[src/rtl/fetch_stage_if.sv]
// rtl/fetch_stage_if.sv - instruction-memory request/response interface
//
// Purpose: carries the fetch request from the fetch stage to instruction memory.
// Ports (signals):
//   imem_req   fetch side -> memory  request valid
//   imem_addr  fetch side -> memory  fetch address
//   imem_ready memory -> fetch side  imem_data valid for the address presented
//   imem_data  memory -> fetch side  fetched instruction word
// Modports: master (fetch stage), slave (memory).

interface fetch_stage_if #(
  parameter int DATA_W = 16
);
  logic              imem_req;
  logic [DATA_W-1:0] imem_addr;
  logic              imem_ready;
  logic [DATA_W-1:0] imem_data;

  modport master (
    output imem_req,
    output imem_addr,
    input  imem_ready,
    input  imem_data
  );

  modport slave (
    input  imem_req,
    input  imem_addr,
    output imem_ready,
    output imem_data
  );
endinterface

[src/rtl/fetch_stage.sv]
// rtl/fetch_stage.sv - instruction fetch stage with PC, next-PC select and IF/ID register
//
// Purpose: holds the PC, issues instruction-memory fetches, applies hazard-unit
// stalls and branch/jump redirects, and drives the IF/ID pipeline register.
// Ports:
//   clk, rest                      clock (rising edge), async active-low reset
//   FrezePC, FrezeIFID             stall requests; either one stalls the stage
//   Branch_Taken, Branch_Target    taken-branch redirect (wins over Jump)
//   Jump, Jump_Target              jump redirect
//   imem (master)                  imem_req/imem_addr out, imem_ready/imem_data in
//   PC                             current fetch PC (also drives imem_addr)
//   IFID_Instr, IFID_PCPlus        instruction to ID and its PC + PC_STEP
//   IFID_Valid                     IF/ID holds a real instruction

module fetch_stage #(
  parameter int                DATA_W   = 16,
  parameter logic [DATA_W-1:0] RESET_PC = '0,
  parameter int                PC_STEP  = 1
) (
  input  logic              clk,
  input  logic              rest,
  input  logic              FrezePC,
  input  logic              FrezeIFID,
  input  logic              Branch_Taken,
  input  logic [DATA_W-1:0] Branch_Target,
  input  logic              Jump,
  input  logic [DATA_W-1:0] Jump_Target,
  fetch_stage_if.master     imem,
  output logic [DATA_W-1:0] PC,
  output logic [DATA_W-1:0] IFID_Instr,
  output logic [DATA_W-1:0] IFID_PCPlus,
  output logic              IFID_Valid
);

  localparam logic [DATA_W-1:0] STEP = DATA_W'(PC_STEP);

  typedef enum logic [1:0] {BOOT, FETCH, HOLD} state_t;

  state_t            state, state_nx;
  logic [DATA_W-1:0] pc_nx, instr_nx, pcplus_nx;
  logic              valid_nx;
  // Holding buffer: an instruction that returned while the stage was stalled.
  // It is full exactly when the FSM is in HOLD.
  logic [DATA_W-1:0] buf_instr, buf_pcplus, buf_instr_nx, buf_pcplus_nx;

  logic              stall, redirect;
  logic [DATA_W-1:0] target, pc_inc;

  assign stall    = FrezePC | FrezeIFID;
  assign redirect = Branch_Taken | Jump;
  // The branch belongs to the older instruction, so it wins over a jump.
  assign target   = Branch_Taken ? Branch_Target : Jump_Target;
  assign pc_inc   = PC + STEP;

  assign imem.imem_req  = (state == FETCH);
  assign imem.imem_addr = PC;

  always_comb begin
    state_nx      = state;
    pc_nx         = PC;
    instr_nx      = IFID_Instr;
    pcplus_nx     = IFID_PCPlus;
    valid_nx      = IFID_Valid;
    buf_instr_nx  = buf_instr;
    buf_pcplus_nx = buf_pcplus;

    case (state)
      BOOT: state_nx = FETCH;

      FETCH: begin
        if (redirect) begin
          // Any same-cycle response belongs to the wrong path and is dropped.
          pc_nx     = target;
          instr_nx  = '0;
          pcplus_nx = '0;
          valid_nx  = 1'b0;
        end else if (stall) begin
          // IF/ID is frozen, so park a returning instruction rather than lose it.
          if (imem.imem_ready) begin
            buf_instr_nx  = imem.imem_data;
            buf_pcplus_nx = pc_inc;
            state_nx      = HOLD;
          end
        end else if (imem.imem_ready) begin
          instr_nx  = imem.imem_data;
          pcplus_nx = pc_inc;
          valid_nx  = 1'b1;
          pc_nx     = pc_inc;
        end else begin
          instr_nx  = '0;
          pcplus_nx = '0;
          valid_nx  = 1'b0;
        end
      end

      HOLD: begin
        if (redirect) begin
          pc_nx         = target;
          instr_nx      = '0;
          pcplus_nx     = '0;
          valid_nx      = 1'b0;
          buf_instr_nx  = '0;
          buf_pcplus_nx = '0;
          state_nx      = FETCH;
        end else if (!stall) begin
          // PC still points at the parked instruction, so advancing it here
          // resumes fetching right after it.
          instr_nx      = buf_instr;
          pcplus_nx     = buf_pcplus;
          valid_nx      = 1'b1;
          pc_nx         = pc_inc;
          buf_instr_nx  = '0;
          buf_pcplus_nx = '0;
          state_nx      = FETCH;
        end
      end

      default: state_nx = BOOT;
    endcase
  end

  always_ff @(posedge clk or negedge rest) begin
    if (!rest) begin
      state       <= BOOT;
      PC          <= RESET_PC;
      IFID_Instr  <= '0;
      IFID_PCPlus <= '0;
      IFID_Valid  <= 1'b0;
      buf_instr   <= '0;
      buf_pcplus  <= '0;
    end else begin
      state       <= state_nx;
      PC          <= pc_nx;
      IFID_Instr  <= instr_nx;
      IFID_PCPlus <= pcplus_nx;
      IFID_Valid  <= valid_nx;
      buf_instr   <= buf_instr_nx;
      buf_pcplus  <= buf_pcplus_nx;
    end
  end

endmodule
[src/flat_wrapper.sv]
// flat-port wrapper written by rule: the top's interface ports become plain ports
module fetch_stage_flat 
#(
  parameter int                DATA_W   = 16,
  parameter logic [DATA_W-1:0] RESET_PC = '0,
  parameter int                PC_STEP  = 1
)
  (clk, rest, FrezePC, FrezeIFID, Branch_Taken, Branch_Target, Jump, Jump_Target, PC, IFID_Instr, IFID_PCPlus, IFID_Valid, imem_imem_req, imem_imem_addr, imem_imem_ready, imem_imem_data);
  fetch_stage_if #(.DATA_W(DATA_W)) imem_i ();
  input  logic clk;
  input  logic rest;
  input  logic FrezePC;
  input  logic FrezeIFID;
  input  logic Branch_Taken;
  input  logic [DATA_W-1:0] Branch_Target;
  input  logic Jump;
  input  logic [DATA_W-1:0] Jump_Target;
  output logic [DATA_W-1:0] PC;
  output logic [DATA_W-1:0] IFID_Instr;
  output logic [DATA_W-1:0] IFID_PCPlus;
  output logic IFID_Valid;
  output wire logic [$bits(imem_i.imem_req)-1:0] imem_imem_req;
  output wire logic [$bits(imem_i.imem_addr)-1:0] imem_imem_addr;
  input wire logic [$bits(imem_i.imem_ready)-1:0] imem_imem_ready;
  input wire logic [$bits(imem_i.imem_data)-1:0] imem_imem_data;
  assign imem_imem_req = imem_i.imem_req;
  assign imem_imem_addr = imem_i.imem_addr;
  assign imem_i.imem_ready = imem_imem_ready;
  assign imem_i.imem_data = imem_imem_data;
  fetch_stage #(.DATA_W(DATA_W), .RESET_PC(RESET_PC), .PC_STEP(PC_STEP)) u_core (.clk(clk), .rest(rest), .FrezePC(FrezePC), .FrezeIFID(FrezeIFID), .Branch_Taken(Branch_Taken), .Branch_Target(Branch_Target), .Jump(Jump), .Jump_Target(Jump_Target), .imem(imem_i), .PC(PC), .IFID_Instr(IFID_Instr), .IFID_PCPlus(IFID_PCPlus), .IFID_Valid(IFID_Valid));
endmodule
[config.mk]
export PLATFORM = sky130hd
export DESIGN_NAME = fetch_stage_flat
export DESIGN_NICKNAME = d
export VERILOG_FILES = /design/src/rtl/fetch_stage_if.sv /design/src/rtl/fetch_stage.sv /design/src/flat_wrapper.sv
export SDC_FILE = /design/constraint.sdc
export NUM_CORES = 1
export LEC_CHECK = 0
export BUFFER_PORTS_ARGS = -buffer_cell sky130_fd_sc_hd__buf_2
export CELL_PAD_IN_SITES_DETAIL_PLACEMENT = 1
export CELL_PAD_IN_SITES_GLOBAL_PLACEMENT = 2
export CORE_ASPECT_RATIO = 0.75
export CORE_UTILIZATION = 31
export CTS_CLUSTER_SIZE = 12
export DETAILED_ROUTE_END_ITERATION = 8
export HOLD_SLACK_MARGIN = 0.12
export PLACE_DENSITY_LB_ADDON = 0.08
export RECOVER_POWER = 100
export SYNTH_ARGS = -nofsm -noshare
export SYNTH_HDL_FRONTEND = slang
export SYNTH_SLANG_ARGS = --single-unit
[constraint.sdc]
create_clock -name clk -period 2.4 [get_ports clk]
set_input_delay 0.12 -clock clk [delete_from_list [all_inputs] [get_ports clk]]
set_output_delay 0.12 -clock clk [all_outputs]
set_load 0.02 [all_outputs]
==> results of run 1 <==
## routing by layer
metal / routed length [um] / vias to the layer above
met1: 6960 / 1952
met3: 523 / 12
met4: 148 / 0
li1: - / 1940
met5: 0 / -
met2: 6030 / 85
## power breakdown
group	leakage (nW)	switching (mW)	internal [mW]	total [mW]
clock	0.143	0.584	0.809	1.39
combinational	1.20	2.37	1.21	3.58
sequential	1.04	0.519	2.01	2.53
## worst register-to-register path, cell delays in order (launching register included)
cell and delay, ns:
sky130_fd_sc_hd__dfrtp_1 0.40, sky130_fd_sc_hd__inv_1 0.10, sky130_fd_sc_hd__ha_1 0.37, sky130_fd_sc_hd__clkbuf_2 0.34, sky130_fd_sc_hd__nor2b_1 0.12, sky130_fd_sc_hd__nand2_1 0.31
sky130_fd_sc_hd__nor2_1 0.07, sky130_fd_sc_hd__a21oi_1 0.23, sky130_fd_sc_hd__o21ai_0 0.12
## cell type report
class,count,area [um2],area share [%]
clock buffer,10,229,4.14
clock inverter,6,65.1,1.18
inverter,9,33.8,0.611
multi-input combinational,336,1990,36.0
sequential,83,2080,37.6
tap,175,219,3.96
timing repair buffer,163,915,16.5
## cells in the mapped netlist (5+ instances only)
| cell type | number |
|---|---|
| sky130_fd_sc_hd__a21oi_1 | 21 |
| sky130_fd_sc_hd__a221oi_1 | 7 |
| sky130_fd_sc_hd__a2bb2oi_1 | 5 |
| sky130_fd_sc_hd__a31oi_1 | 5 |
| sky130_fd_sc_hd__buf_2 | 11 |
| sky130_fd_sc_hd__buf_4 | 16 |
| sky130_fd_sc_hd__clkbuf_1 | 22 |
| sky130_fd_sc_hd__dfrtp_1 | 83 |
| sky130_fd_sc_hd__inv_1 | 9 |
| sky130_fd_sc_hd__nand2_1 | 70 |
| sky130_fd_sc_hd__nand2b_1 | 20 |
| sky130_fd_sc_hd__nand3_1 | 10 |
| sky130_fd_sc_hd__nand4_1 | 5 |
| sky130_fd_sc_hd__nor2_1 | 33 |
| sky130_fd_sc_hd__o21ai_0 | 19 |
| sky130_fd_sc_hd__o21ai_1 | 24 |
| sky130_fd_sc_hd__o22ai_1 | 10 |
| sky130_fd_sc_hd__o2bb2a_1 | 15 |
| sky130_fd_sc_hd__o31ai_1 | 20 |
| sky130_fd_sc_hd__xnor2_1 | 10 |
## path summary, 6_finish.rpt
kind                                               to  slack (ns)  cells after the start
worst max-delay path              u_core.buf_instr[9]        0.13                      7
worst min-delay path                     u_core.PC[6]        0.13                      4
worst max register to register  u_core.IFID_PCPlus[0]        0.22                      8
worst min register to register   u_core.IFID_Instr[5]        0.48                      2
max in group asynchronous               u_core.PC[13]        0.55                      3
min in group asynchronous        u_core.IFID_Instr[5]        0.50                      2
## repair_timing
action | in CTS | in global routing
hold buffers | 23 | 0
setup buffers | 0 | 0
endpoints found under the hold margin | 59 | 0
## through the flow
stage	total power [mW]	cells	worst slack, ns
floorplan	5.20	481	0.486
global route	8.06	782	0.0404
CTS	7.81	782	0.198
global placement	6.24	743	0.332
detailed placement	6.36	743	0.345
finish	7.51	782	0.126
## registers in the layout (all words and copies together), names as in the netlist
name / cells
u_core.state: 2
u_core.IFID_PCPlus: 16
u_core.buf_instr: 16
u_core.PC: 16
u_core.IFID_Valid: 1
u_core.buf_pcplus: 16
u_core.IFID_Instr: 16
## cells by family (layout without fill, tap and decap cells)
logic type                 after synthesis  after routing  share of synthesized area, %
AOI/OAI and AO/OA                      156            156                          24.3
xor gates and xnor gates                13             13                          2.58
adders and majority gates                4              4                          1.13
buffers and inverters                   62            188                          7.62
DFF                                     83             83                          47.1
muxes                                    4              4                         0.907
and+or+nand+nor                        159            159                          16.4
==> impl_results.md, run 1 <==
* Status: finished, final reports clean
* Unrepaired setup endpoints after global routing: no
* Number of buffer cells added on primary ports at 120
* Cells after Synth at 481
* Clk buf depth at 2
* Largest net degree at the start of global routing at 54
* Overall Global Routing Usage at 18.9%
* Most used flip-flop cell after synthesis: sky130_fd_sc_hd__dfrtp_1
* Antenna violations before repair at 0
* Critical path's top delay family: compound AO/OA/AOI/OAI gates
* Synthesized area divided by synthesized cell count at 9.18 um2
* Vias post-DR at 3989
* CP arrival at 2.51 ns
* Global Route met1 Usage at 28.1%
* Final Setup Violations at 0
* Detailed placer's ending HPWL at 9780 um
* Number of global-route vias before repair at 3960
* GR peak layer: met2
* Net count reported at finish at 661
* Clock tree skew after final layout at 0.00792 ns
* Startpoint of the most critical setup path: Branch_Taken
* Clock net sink count at 83
* Die outline width at 140 um
* Sequential fraction of the synthesis area at 47.1%
* Number of pins exceeding their max-slew limit in the final report at 0
* Number of H-tree branching levels at 3
* Number of synthesis warnings at 0
* Area of the placeable core at 13800 um2
* Clock-pin transition on the worst setup and hold timing paths at 0.07 ns
* Post-route clock period utilization at 94.7%
* Cell area after layout at 5530 um2
* Worst hold slack at 0.130 ns
* Crit path largest cell delay at 0.53 ns
* Vias per cell at 5.10
* Commonest non-fill, non-tap cells in the layout: 83 x sky130_fd_sc_hd__dfrtp_1, 70 x sky130_fd_sc_hd__nand2_1, 68 x sky130_fd_sc_hd__clkbuf_1, 53 x sky130_fd_sc_hd__buf_2, 39 x sky130_fd_sc_hd__o21ai_0
* Hold violation total from the final report at 0
* Root buffer cell: sky130_fd_sc_hd__clkbuf_16
* Required time at the endpoint of the critical path at 2.63 ns
* #FFs+latches synth at 83
* Met3 routing resource usage after global routing at 3.23%
* Post-placement cell area at 5130 um2
* Final weighted congestion in routability-driven placement at 0.801
* Leak Pwr at 2.38 nW
* Drt drc at 0
* Netlist area before placement at 4410 um2
* Synth Net Count at 540
* Slowest stage cell, crit path: sky130_fd_sc_hd__dlygate4sd3_1
* Total wire length after detailed routing at 13700 um
* Number of placed I/O pins at 121
* Most frequent standard cell in the layout excluding fill and tap cells: sky130_fd_sc_hd__dfrtp_1
* Power density of the placed cells at 1360 nW/um2
* Diodes inserted at 0
* Final ANT Viol Nets at 0
* Largest area contributor in the netlist: sky130_fd_sc_hd__dfrtp_1
* Max-cap violation count at 0
* Library cells used by synthesis at 49
* CTS-repair resized insts at 0
* Worst Max-Slew Pin Slew at 1.03 ns
* Setup CP Type: input pin to flop
* TritonCTS buffer count at 9
* Rel. slew slack at 31.3%
* Top cells by area in the synthesized netlist: sky130_fd_sc_hd__dfrtp_1 47%, sky130_fd_sc_hd__nand2_1 6.0%, sky130_fd_sc_hd__o2bb2a_1 3.4%
* TritonCTS clock tree: done
* Kind of launch point of the worst setup path: input pin
* Final global-route overflow total at 0
* First-pass GRT wire length at 21700 um
* Fmax at 0.440 GHz
* Met2 track utilization from global routing at 28.3%
* Post-route core utilization at 40.1%
* Standard-cell rows at 37
* Clock insertion delay at the later pin of the skew report at 0.34 ns
* Final critical delay including setup and external delays at 2.27 ns
* Post-synthesis async set-or-reset flop share at 100%
* Worst supply voltage drop on vdd at 0.455 mV
* Starting utilization of the core area at 32.0%
* Number of enable-type register cells in the synthesized netlist at 0
* Signed area change from the synthesized netlist to the final layout at 25.3%
* First-pass iteration count of the detailed router at 4
* Die Ht at 105 um
* Kind of path behind the tightest hold check: input pin to flop
* Share of Yosys cell area claimed by the top area cell type at 47.1%
* Setup tns final at 0 ns
* Worst path cell trace: dlygate4sd3_1 -> buf_2 -> or2_0 -> o31a_1 -> a211o_2 -> buf_4 -> o21ai_0
* Reg-to-reg startpoint: u_core.state[0]
* Launch point of the worst hold path: Branch_Target[6]
* Filler cell count at 1652
* Floorplan die area at 14700 um2
* Average detailed-routed wire length per instance at 17.5 um
* Initial detailed-routing violation count at 152
* Endpoint kind of the worst setup timing path: flop
* Proportion of layout cells with a drive suffix above 1 at 15.3%
* Count of buffer and inverter cells on the critical path at 3
* Crit path max fanout at 26
Note: power is estimated with default switching activity, not from simulation.
==> run 2: changes to the inputs <==
CORE_UTILIZATION = 28   (was 31)
clock period = 2.05 ns   (was 2.4 ns; I/O delays follow)
==> run 2 against run 1 <==
  * Clock power up 15%
  * Sequential share of layout area down 1.1 points
  * Sequential cell count unchanged
  * Via count up 1.1%
  * Global-route usage down 0.48 points
  * Sequential power up 15%
  * Non-clock buffer count up 10
  * Critical path depth up 1
  * Cell count up 5.1%
  * Clock skew down 0.0020 ns
  * Die area up 11%
  * Core utilization down 2.9 points
==> impl_results.md, run 2 (synthesized netlist as in run 1, its figures left out) <==
* Crit path max fanout at 53
* Crit path largest cell delay at 0.38 ns
* Number of H-tree branching levels at 3
* Clock net sink count at 83
* Filler cell count at 1830
* Total wire length after detailed routing at 14400 um
* Setup CP Type: flop to flop
* Status: finished, final reports clean
* Clk buf depth at 2
* Clock insertion delay at the later pin of the skew report at 0.34 ns
* Worst supply voltage drop on vdd at 0.622 mV
* First-pass iteration count of the detailed router at 4
* Number of placed I/O pins at 121
* Setup WS pre-CTS at 0.0442 ns
* Slowest stage cell, crit path: sky130_fd_sc_hd__dfrtp_1
* Root buffer cell: sky130_fd_sc_hd__clkbuf_16
* Setup fix buffers added after clock tree synthesis at 0
* Drt drc at 0
* Rel. slew slack at 14.2%
* Hold violation total from the final report at 0
* Commonest non-fill, non-tap cells in the layout: 80 x sky130_fd_sc_hd__dfrtp_1, 69 x sky130_fd_sc_hd__nand2_1, 64 x sky130_fd_sc_hd__clkbuf_1, 59 x sky130_fd_sc_hd__buf_2, 40 x sky130_fd_sc_hd__o21ai_0
* Net count reported at finish at 671
* Kind of launch point of the worst setup path: flop
* Signed area change from the synthesized netlist to the final layout at 29.1%
* Count of placed standard cells including taps at 783
* Fmax at 0.518 GHz
* Number of pins exceeding their max-slew limit in the final report at 0
* Final weighted congestion in routability-driven placement at 0.772
* Floorplan die area at 16300 um2
* Worst path cell trace: inv_1 -> ha_1 -> buf_12 -> and2_1 -> buf_4 -> a221oi_2 -> clkbuf_4 -> nor2_1
* Final ANT Viol Nets at 0
* Final Setup Violations at 0
* Unrepaired setup endpoints after global routing: no
* Average detailed-routed wire length per instance at 17.6 um
* Die outline width at 147 um
* TritonCTS buffer count at 9
* Post-route clock period utilization at 94.2%
* TritonCTS clock tree: done
* Max-cap violation count at 0
* Area of the placeable core at 15300 um2
* Number of global-route vias before repair at 4110
* Endpoint kind of the worst setup timing path: flop
* Clock-pin transition on the worst setup and hold timing paths at 0.06 ns
* Number of buffer cells added on primary ports at 120
* Standard-cell rows at 39
* Power density of the placed cells at 1580 nW/um2
* Detailed placer's ending HPWL at 10200 um
* First-pass GRT wire length at 23300 um
* Most frequent standard cell in the layout excluding fill and tap cells: sky130_fd_sc_hd__dfrtp_1
* Post-route worst setup slack at 0.120 ns
* Antenna violations before repair at 0
* Required time at the endpoint of the critical path at 2.29 ns
* Tot Pwr at 9.01 mW
* Vias per cell at 4.91
* Die Ht at 111 um
* Worst Max-Slew Pin Slew at 1.29 ns
* Proportion of layout cells with a drive suffix above 1 at 19.1%
* Starting utilization of the core area at 28.8%
* CP arrival at 2.17 ns
* Final critical delay including setup and external delays at 1.93 ns
* Final global-route overflow total at 0
* Number of standard cells in the layout, taps in and fillers out at 822
* Leak Pwr at 2.45 nW
* Kind of path behind the tightest hold check: input pin to flop
* Vias post-DR at 4032
* Diodes inserted at 0
* Setup tns final at 0 ns
* Initial detailed-routing violation count at 209
* Clock tree skew after final layout at 0.00597 ns
* Overall Global Routing Usage at 18.4%
* Largest net degree at the start of global routing at 63
run 2: final timing paths:
path	end	cells past startpoint	slack [ns]	start
min in group asynchronous	u_core.IFID_Instr[4]	2	0.56	rest
setup reg to reg	u_core.IFID_PCPlus[1]	8	0.12	u_core.state[0]
hold reg to reg	u_core.IFID_Instr[9]	2	0.48	u_core.IFID_Instr[9]
max in group asynchronous	u_core.PC[4]	3	0.50	rest
hold / removal	u_core.PC[4]	5	0.13	Jump_Target[4]
setup / recovery	u_core.IFID_PCPlus[1]	8	0.12	u_core.state[0]
run 2: worst max-delay path: cells and delay by family, from the launching register on:
family                   cells  cell delay (ns)
buffers and inverters        4             0.67
flip-flops                   1             0.38
adder cells (fa/ha/maj)      1             0.27
AND/OR/NAND/NOR              2             0.21
AO/OA/AOI/OAI                1             0.29
run 2: layer usage:
metal / up-vias / GRT usage, % / part of all wire [%]
li1: 1952 / - / -
met3: 13 / 3.83 / 4.2
met1: 1984 / 28.3 / 53
met5: - / 0 / 0
met4: 0 / 4.47 / 1.1
met2: 83 / 25.9 / 42
run 2: area by class of cell:
| type | instances | area, um2 | share of cell area, % |
|---|---|---|---|
| flip-flops and latches | 83 | 2080 | 36.5 |
| multi-input cells | 336 | 2030 | 35.5 |
| repair buffers | 173 | 1010 | 17.8 |
| well taps | 205 | 256 | 4.50 |
| clock buffers | 11 | 253 | 4.43 |
| clock inverters | 5 | 37.5 | 0.658 |
| inverters | 9 | 33.8 | 0.593 |
run 2: what timing repair did:
action                                 in CTS  in global routing
setup endpoints to repair                   0                 26
gates resized for setup                     0                 13
hold buffers                               23                  0
endpoints found under the hold margin     105                  0
run 2: power by group:
group / total, mW / switching, mW / internal (mW)
clock network: 1.60 / 0.710 / 0.890
logic: 4.50 / 2.95 / 1.55
registers: 2.91 / 0.549 / 2.36
run 2: stage by stage:
step                util (%)  instance area, um2  hold slack [ns]
floorplan                  -                4410           -0.193
global placement        34.3                5250           0.0267
detailed placement      34.3                5250           0.0210
CTS                     37.7                5770            0.120
global route            37.2                5700            0.149
finish                  37.2                5700            0.125
